`src/rtl/branch_ctrl.sv`:
```
// ID-stage branch resolver: accept is combinational, redirect registered one cycle later; holds until redirect_ready.
// Stalls ID while operands are pending or a redirect is held; BRANCH_CTRL_STATS_EN adds saturating statistic counters.
module branch_ctrl #(
   parameter int IMM_W = 16
) (
   input  logic             clk,
   input  logic             rst_n,
   input  logic             br_valid,
   input  logic [2:0]       br_op,
   input  logic [31:0]      rs_data,
   input  logic [31:0]      rt_data,
   input  logic             rs_ready,
   input  logic             rt_ready,
   input  logic [31:0]      pc_plus4,
   input  logic [IMM_W-1:0] imm,
   input  logic             flush,
   output logic             stall_id,
   output logic             redirect_valid,
   output logic [31:0]      redirect_target,
   input  logic             redirect_ready,
   output logic             br_accept
`ifdef BRANCH_CTRL_STATS_EN
   ,
   output logic [31:0]      stat_branches,
   output logic [31:0]      stat_taken,
   output logic [31:0]      stat_stall_cycles
`endif
);

   localparam logic [1:0] IDLE = 2'd0;
   localparam logic [1:0] WAIT = 2'd1;
   localparam logic [1:0] HOLD = 2'd2;
   localparam int         EXT_W = 30 - IMM_W;

   logic [1:0]  state_q, state_d;
   logic        redirect_valid_q, redirect_valid_d;
   logic [31:0] redirect_target_q, redirect_target_d;

   logic        need_rt, ops_rdy, in_hold, taken, rs_zero, rs_neg;
   logic [31:0] offset, target;

   assign need_rt = (br_op == 3'd0) || (br_op == 3'd1);
   assign ops_rdy = rs_ready && (rt_ready || !need_rt);
   assign in_hold = (state_q == HOLD);

   // A held redirect blocks evaluation of the next branch, so the delay slot is never lost.
   assign br_accept = br_valid && ops_rdy && !flush && !in_hold;
   assign stall_id  = br_valid && !flush && (in_hold || !ops_rdy);

   assign rs_zero = (rs_data == 32'd0);
   assign rs_neg  = rs_data[31];

   always_comb begin
      taken = 1'b0;
      case (br_op)
         3'd0:    taken = (rs_data == rt_data);
         3'd1:    taken = (rs_data != rt_data);
         3'd2:    taken = rs_neg || rs_zero;
         3'd3:    taken = !rs_neg && !rs_zero;
         3'd4:    taken = rs_neg;
         3'd5:    taken = !rs_neg;
         default: taken = 1'b0;
      endcase
   end

   assign offset = {{EXT_W{imm[IMM_W-1]}}, imm, 2'b00};
   assign target = pc_plus4 + offset;

   always_comb begin
      state_d           = state_q;
      redirect_valid_d  = redirect_valid_q;
      redirect_target_d = redirect_target_q;
      if (flush) begin
         state_d          = IDLE;
         redirect_valid_d = 1'b0;
      end else if (in_hold) begin
         if (redirect_ready) begin
            state_d          = IDLE;
            redirect_valid_d = 1'b0;
         end
      end else if (br_accept) begin
         if (taken) begin
            state_d           = HOLD;
            redirect_valid_d  = 1'b1;
            redirect_target_d = target;
         end else begin
            state_d = IDLE;
         end
      end else if (br_valid) begin
         state_d = WAIT;
      end else begin
         state_d = IDLE;
      end
   end

   always_ff @(posedge clk or negedge rst_n) begin
      if (!rst_n) begin
         state_q           <= IDLE;
         redirect_valid_q  <= 1'b0;
         redirect_target_q <= 32'd0;
      end else begin
         state_q           <= state_d;
         redirect_valid_q  <= redirect_valid_d;
         redirect_target_q <= redirect_target_d;
      end
   end

   assign redirect_valid  = redirect_valid_q;
   assign redirect_target = redirect_target_q;

`ifdef BRANCH_CTRL_STATS_EN
   logic [31:0] stat_branches_q, stat_taken_q, stat_stall_q;

   always_ff @(posedge clk or negedge rst_n) begin
      if (!rst_n) begin
         stat_branches_q <= 32'd0;
         stat_taken_q    <= 32'd0;
         stat_stall_q    <= 32'd0;
      end else begin
         if (br_accept && (stat_branches_q != 32'hFFFF_FFFF))
            stat_branches_q <= stat_branches_q + 32'd1;
         if (br_accept && taken && (stat_taken_q != 32'hFFFF_FFFF))
            stat_taken_q <= stat_taken_q + 32'd1;
         if (stall_id && (stat_stall_q != 32'hFFFF_FFFF))
            stat_stall_q <= stat_stall_q + 32'd1;
      end
   end

   assign stat_branches     = stat_branches_q;
   assign stat_taken        = stat_taken_q;
   assign stat_stall_cycles = stat_stall_q;
`endif

endmodule

```
`config.mk`:
```
export PLATFORM = sky130hd
export DESIGN_NAME = branch_ctrl
export DESIGN_NICKNAME = d
export VERILOG_FILES = /design/src/rtl/branch_ctrl.sv
export SDC_FILE = /design/constraint.sdc
export NUM_CORES = 1
export LEC_CHECK = 0
export CORE_UTILIZATION = 45
export DETAILED_ROUTE_END_ITERATION = 6
export PLACE_DENSITY = 0.87
export SKIP_CTS_REPAIR_TIMING = 1
export SLEW_MARGIN = 20
export SYNTH_ARGS = -nofsm -noshare
export SYNTH_HDL_FRONTEND = slang
export SYNTH_SLANG_ARGS = --single-unit
```
`constraint.sdc`:
```
create_clock -name clk -period 3.6 [get_ports clk]
set_clock_uncertainty 0.1 [all_clocks]
set_input_delay 0.36 -clock clk [delete_from_list [all_inputs] [get_ports clk]]
set_output_delay 0.36 -clock clk [all_outputs]
set_load 0.05 [all_outputs]
```
After elaboration in Yosys (flattened, before gate mapping)
Cells that the tools add are included.
{"block": "totals", "ff_bits": 35, "in_bits": 122, "output_inout_bits": 35, "wordCells": 50}
{"block": "classes", "add_sub_neg": 1, "n_eq_ne": 9, "muxes": 12, "n_bitwise": 2, "reduce_logical": 23}
{"cell": "$add 32x32->32", "count": 1}
{"cell": "$eq 32x32->1", "count": 1}
{"cell": "$logic_not 32->1", "count": 1}
{"cell": "$ne 32x32->1", "count": 1}
{"cell": "$mux 2", "count": 5}
{"cell": "$logic_and 1x1->1", "count": 7}
{"cell": "$eq 3x2->1 const B", "count": 2}
{"cell": "$eq 3x3->1 const B", "count": 2}
{"cell": "$logic_not 1->1", "count": 6}
{"cell": "$mux 1", "count": 6}
{"cell": "$pmux 1 s6", "count": 1}
{"cell": "$reduce_bool 3->1", "count": 2}
{"cell": "$logic_or 1x1->1", "count": 4}
{"cell": "$reduce_and 4->1", "count": 1}
{"cell": "$eq 3x1->1 const B", "count": 1}
{"cell": "$logic_not 3->1", "count": 1}
{"cell": "$ne 3x3->1 const B", "count": 1}
{"cell": "$reduce_and 3->1", "count": 1}
{"cell": "$eq 2x2->1 const B", "count": 1}
{"cell": "$not 1->1", "count": 2}

Longest topological paths before layout
{"block": "depth", "depth_word": 11, "ltp_mapped": 10, "mapped_depth_nobuf": 10}

Least setup slack after synthesis
OpenSTA, ideal clock, no wires.
{"block": "synth_path", "kind": "in2reg", "start": "input port pc_plus4[2]", "end": "register redirect_target_q[24] (netlist: redirect_target[24])", "setup_ns": 0.092, "t_arrival_ns": 2.446, "t_required_ns": 3.408, "path_slack_ns": 0.962, "path_stages": 10, "n_path_buf": 0, "cell_sequence": "ha_1 -> fa_1 -> a211oi_2 -> o21ai_1 -> and4_4 -> o31ai_4 -> a211oi_1 -> o21a_1 -> o21a_1 -> o31ai_2"}
{"block": "synth_via", "elab_chain_cells": 1}
{"item": "start: declaration", "line": "14", "text": "input logic [31:0] pc_plus4,"}
{"item": "$add 32x32->32", "line": "67", "text": "assign target = pc_plus4 + offset;"}
{"item": "end signal: assignment", "line": "104", "text": "redirect_target_q <= redirect_target_d;"}
{"item": "end: declaration", "line": "37", "text": "logic [31:0] redirect_target_q, redirect_target_d;"}
Every way passes these cells.
A chain may end at the register's enable or synchronous reset.

Worst setup path after layout
{"block": "layout_path", "start": "input port pc_plus4[2]", "end": "register redirect_target_q[28] (netlist: redirect_target[28])"}
The elaborated chain is that of the path after synthesis.

==> out/metrics.csv <==
metric,value,unit
#FFs+latches synth,35,
row count,30,
main combinational cell family by area after synthesis,compound AO/OA/AOI/OAI gates,
WL/cell,15.8,um
syn avg cell area,8.67,sq um
Final setup viols,0,
CTS sink count,35,
synthesis-to-layout area growth,53.4,%
initial core utilization,0.476,
Iteration-0 DRC Markers,155,
first-pass GRT wire length,15.9,mm
Total Wirelength,10.0,mm
Lkg Pwr,2.15,nW
Die Footprint,0.00764,sq mm
Clock power frac,0.129,
register area,876,sq um
post-route setup TNS,0,ps
minimum clock period,3070,ps
H-tree depth,2,
WS Path Type,in -> reg,
final std cells w/o fill,633,
fmax,326,MHz
Async SR Flop Fraction,1.00,
n_diodes,0,
Critical Path AT,3130,ps
slew margin rel.,0.460,
Port Buffer Count,156,
Hold WS,61.5,ps
HP Class,in -> async,
Post-synth EDFFs,0,
Layout Nets,689,
antenna violations before repair,0,
core footprint,0.00691,sq mm
crit start category,primary input,
clock-pin slew on the worst setup and hold paths,70,ps
Residual DRC,0,
number of global-route vias before repair,3393,
yosys warns,0,
largest net degree at the start of global routing,36,
count of final hold-check violations,0,
CTS max path bufs,2,
leading register cell type out of synthesis,dfrtp_1,
unrepaired setup endpoints after global routing,false,
Setup crit end kind,flip-flop,
Via Count,3422,
multiplexer share of the synthesized area,0.0274,
drt first pass iters,4,
cell internal pwr,0.00122,W
Die H,87.4,um
Synth Area in XOR/XNOR,0.157,
HPWL after DPL,8.36,mm
Adder-Cell Fraction of Synth Area,0.117,
Num CTS Buffers,5,
Root Buffer Master,clkbuf_8,
CP required,3660,ps
Cell Pwr Density,453,mW/mm^2
Layout fillers,565,
GRT Total Usage,0.267,
Boundary Pins,157,
Synth cell types,52,
cell count after synthesis,379,
Synth Area in Simple Gates,0.170,
sequential share of power,0.263,
CTS tree,built,
die outline width,87.4,um
Synth Area in Compound Gates,0.231,
Routed Antenna Nets,0,
"most common cell after layout, fill and taps aside",clkdlybuf4s50_1,
CP max FO,5,
run status,finished clean,
multi-input logic area,0.00231,sq mm
syn_nets,531,
crit share post-route,0.852,
grt total ovfl,0,
cell area after synthesis,0.00328,sq mm
"commonest non-fill, non-tap cells in the layout","155 x clkdlybuf4s50_1, 44 x xor2_1, 41 x nand2_1, 38 x o21ai_0, 35 x dfrtp_1",
MaxCap Viol Count,0,
Slew Limit Fails,0,
placed cell count,626,
Combinational Power Share,0.607,
Max IR drop VDD,0.192,mV
Placer Congestion,0.899,
Slew @ Worst Pin,810,ps
vias per inst,5.41,
Switching Share,0.463,
share of cells above drive strength 1,0.0559,
"Seq/Total Area, Yosys",0.267,
Psw,0.00106,W
later-pin clock latency in the skew report,280,ps
-- cell families after synthesis --
kind of cell	after synthesis
AO/OA/AOI/OAI	116
XOR/XNOR	59
adder cells (fa/ha/maj)	30
buffers and inverters	22
flip-flops	35
multiplexers	6
AND/OR/NAND/NOR	111
-- worst max-delay path, stage by stage --
cell and delay [ps]:
clkdlybuf4s50_1 410, ha_1 240, fa_1 450, a211oi_2 250
o21ai_1 160, and4_4 230, o31ai_4 340, a21oi_2 130
a221oi_2 280, xor2_1 180, o21ai_0 90
-- state kept, by name, indices dropped and copies added (netlist names) --
name	flops
redirect_target	32
redirect_valid	1
state_q	2
-- power by group through the flow --
stage	Combinational (W)	Sequential, W	Clock (W)
2_1_floorplan	0.000376	0.00107	0
3_3_place_gp	0.00136	0.000602	0
3_5_place_dp	0.00138	0.000609	0
4_1_cts	0.00139	0.000602	0.000296
5_1_grt	0.00147	0.000614	0.000313
6_report	0.00139	0.000601	0.000295
-- cell type report --
class                           instances  share of cell area
Clock buffer                            6              0.0164
Tap cell                               96              0.0238
Clock inverter                          1            0.000994
Timing Repair Buffer                  163               0.319
Sequential cell                        35               0.174
Multi-Input combinational cell        322               0.458
Inverter                               10             0.00745
-- stage by stage --
| stage | utilization | instance area (sq um) | worst slack [ps] | total power, W |
|---|---|---|---|---|
| 4_1_cts | 0.729 | 5040 | 574 | 0.00229 |
| 5_1_grt | 0.729 | 5040 | 331 | 0.00240 |
| 3_3_place_gp | 0.717 | 4950 | 312 | 0.00197 |
| 2_1_floorplan | - | 3280 | 962 | 0.00145 |
| 6_report | 0.729 | 5040 | 534 | 0.00228 |
| 3_5_place_dp | 0.717 | 4950 | 277 | 0.00199 |
-- routing by layer --
metal  GRT usage  wire (um)  vias to the layer above
li1            -          -                     1712
met2       0.468       4820                      124
met5           0          0                        -
met3      0.0493        617                       17
met4      0.0775        199                        0
met1       0.333       4370                     1569
-- path summary, 6_finish.rpt --
| kind | cells after the start | slack (ps) | start | to |
|---|---|---|---|---|
| worst max-delay path | 11 | 530 | pc_plus4[2] | redirect_target[28] |
| worst min-delay path | 1 | 60 | rst_n | redirect_target[0] |
| worst max register to register | 8 | 1370 | state_q[0] | redirect_target[0] |
| worst min register to register | 2 | 380 | redirect_target[29] | redirect_target[29] |
| max in group asynchronous | 1 | 2830 | rst_n | redirect_target[3] |
| min in group clk | 2 | 380 | redirect_target[29] | redirect_target[29] |
-- Yosys cell counts (8+ instances only) --
master   instances  area, sq um
dfrtp_1         35          876
nor3_1           8         40.0
ha_1            29          363
a21oi_1         20          100
a21o_1          11         82.6
nand2_1         41          154
nand4_1         10         62.6
nor4_1          13         81.3
xnor2_1         15          131
o21ai_0         38          190
nor2_1          16         60.1
inv_1           10         37.5
xor2_1          44          385
Note: power is estimated with default switching activity, not from simulation.
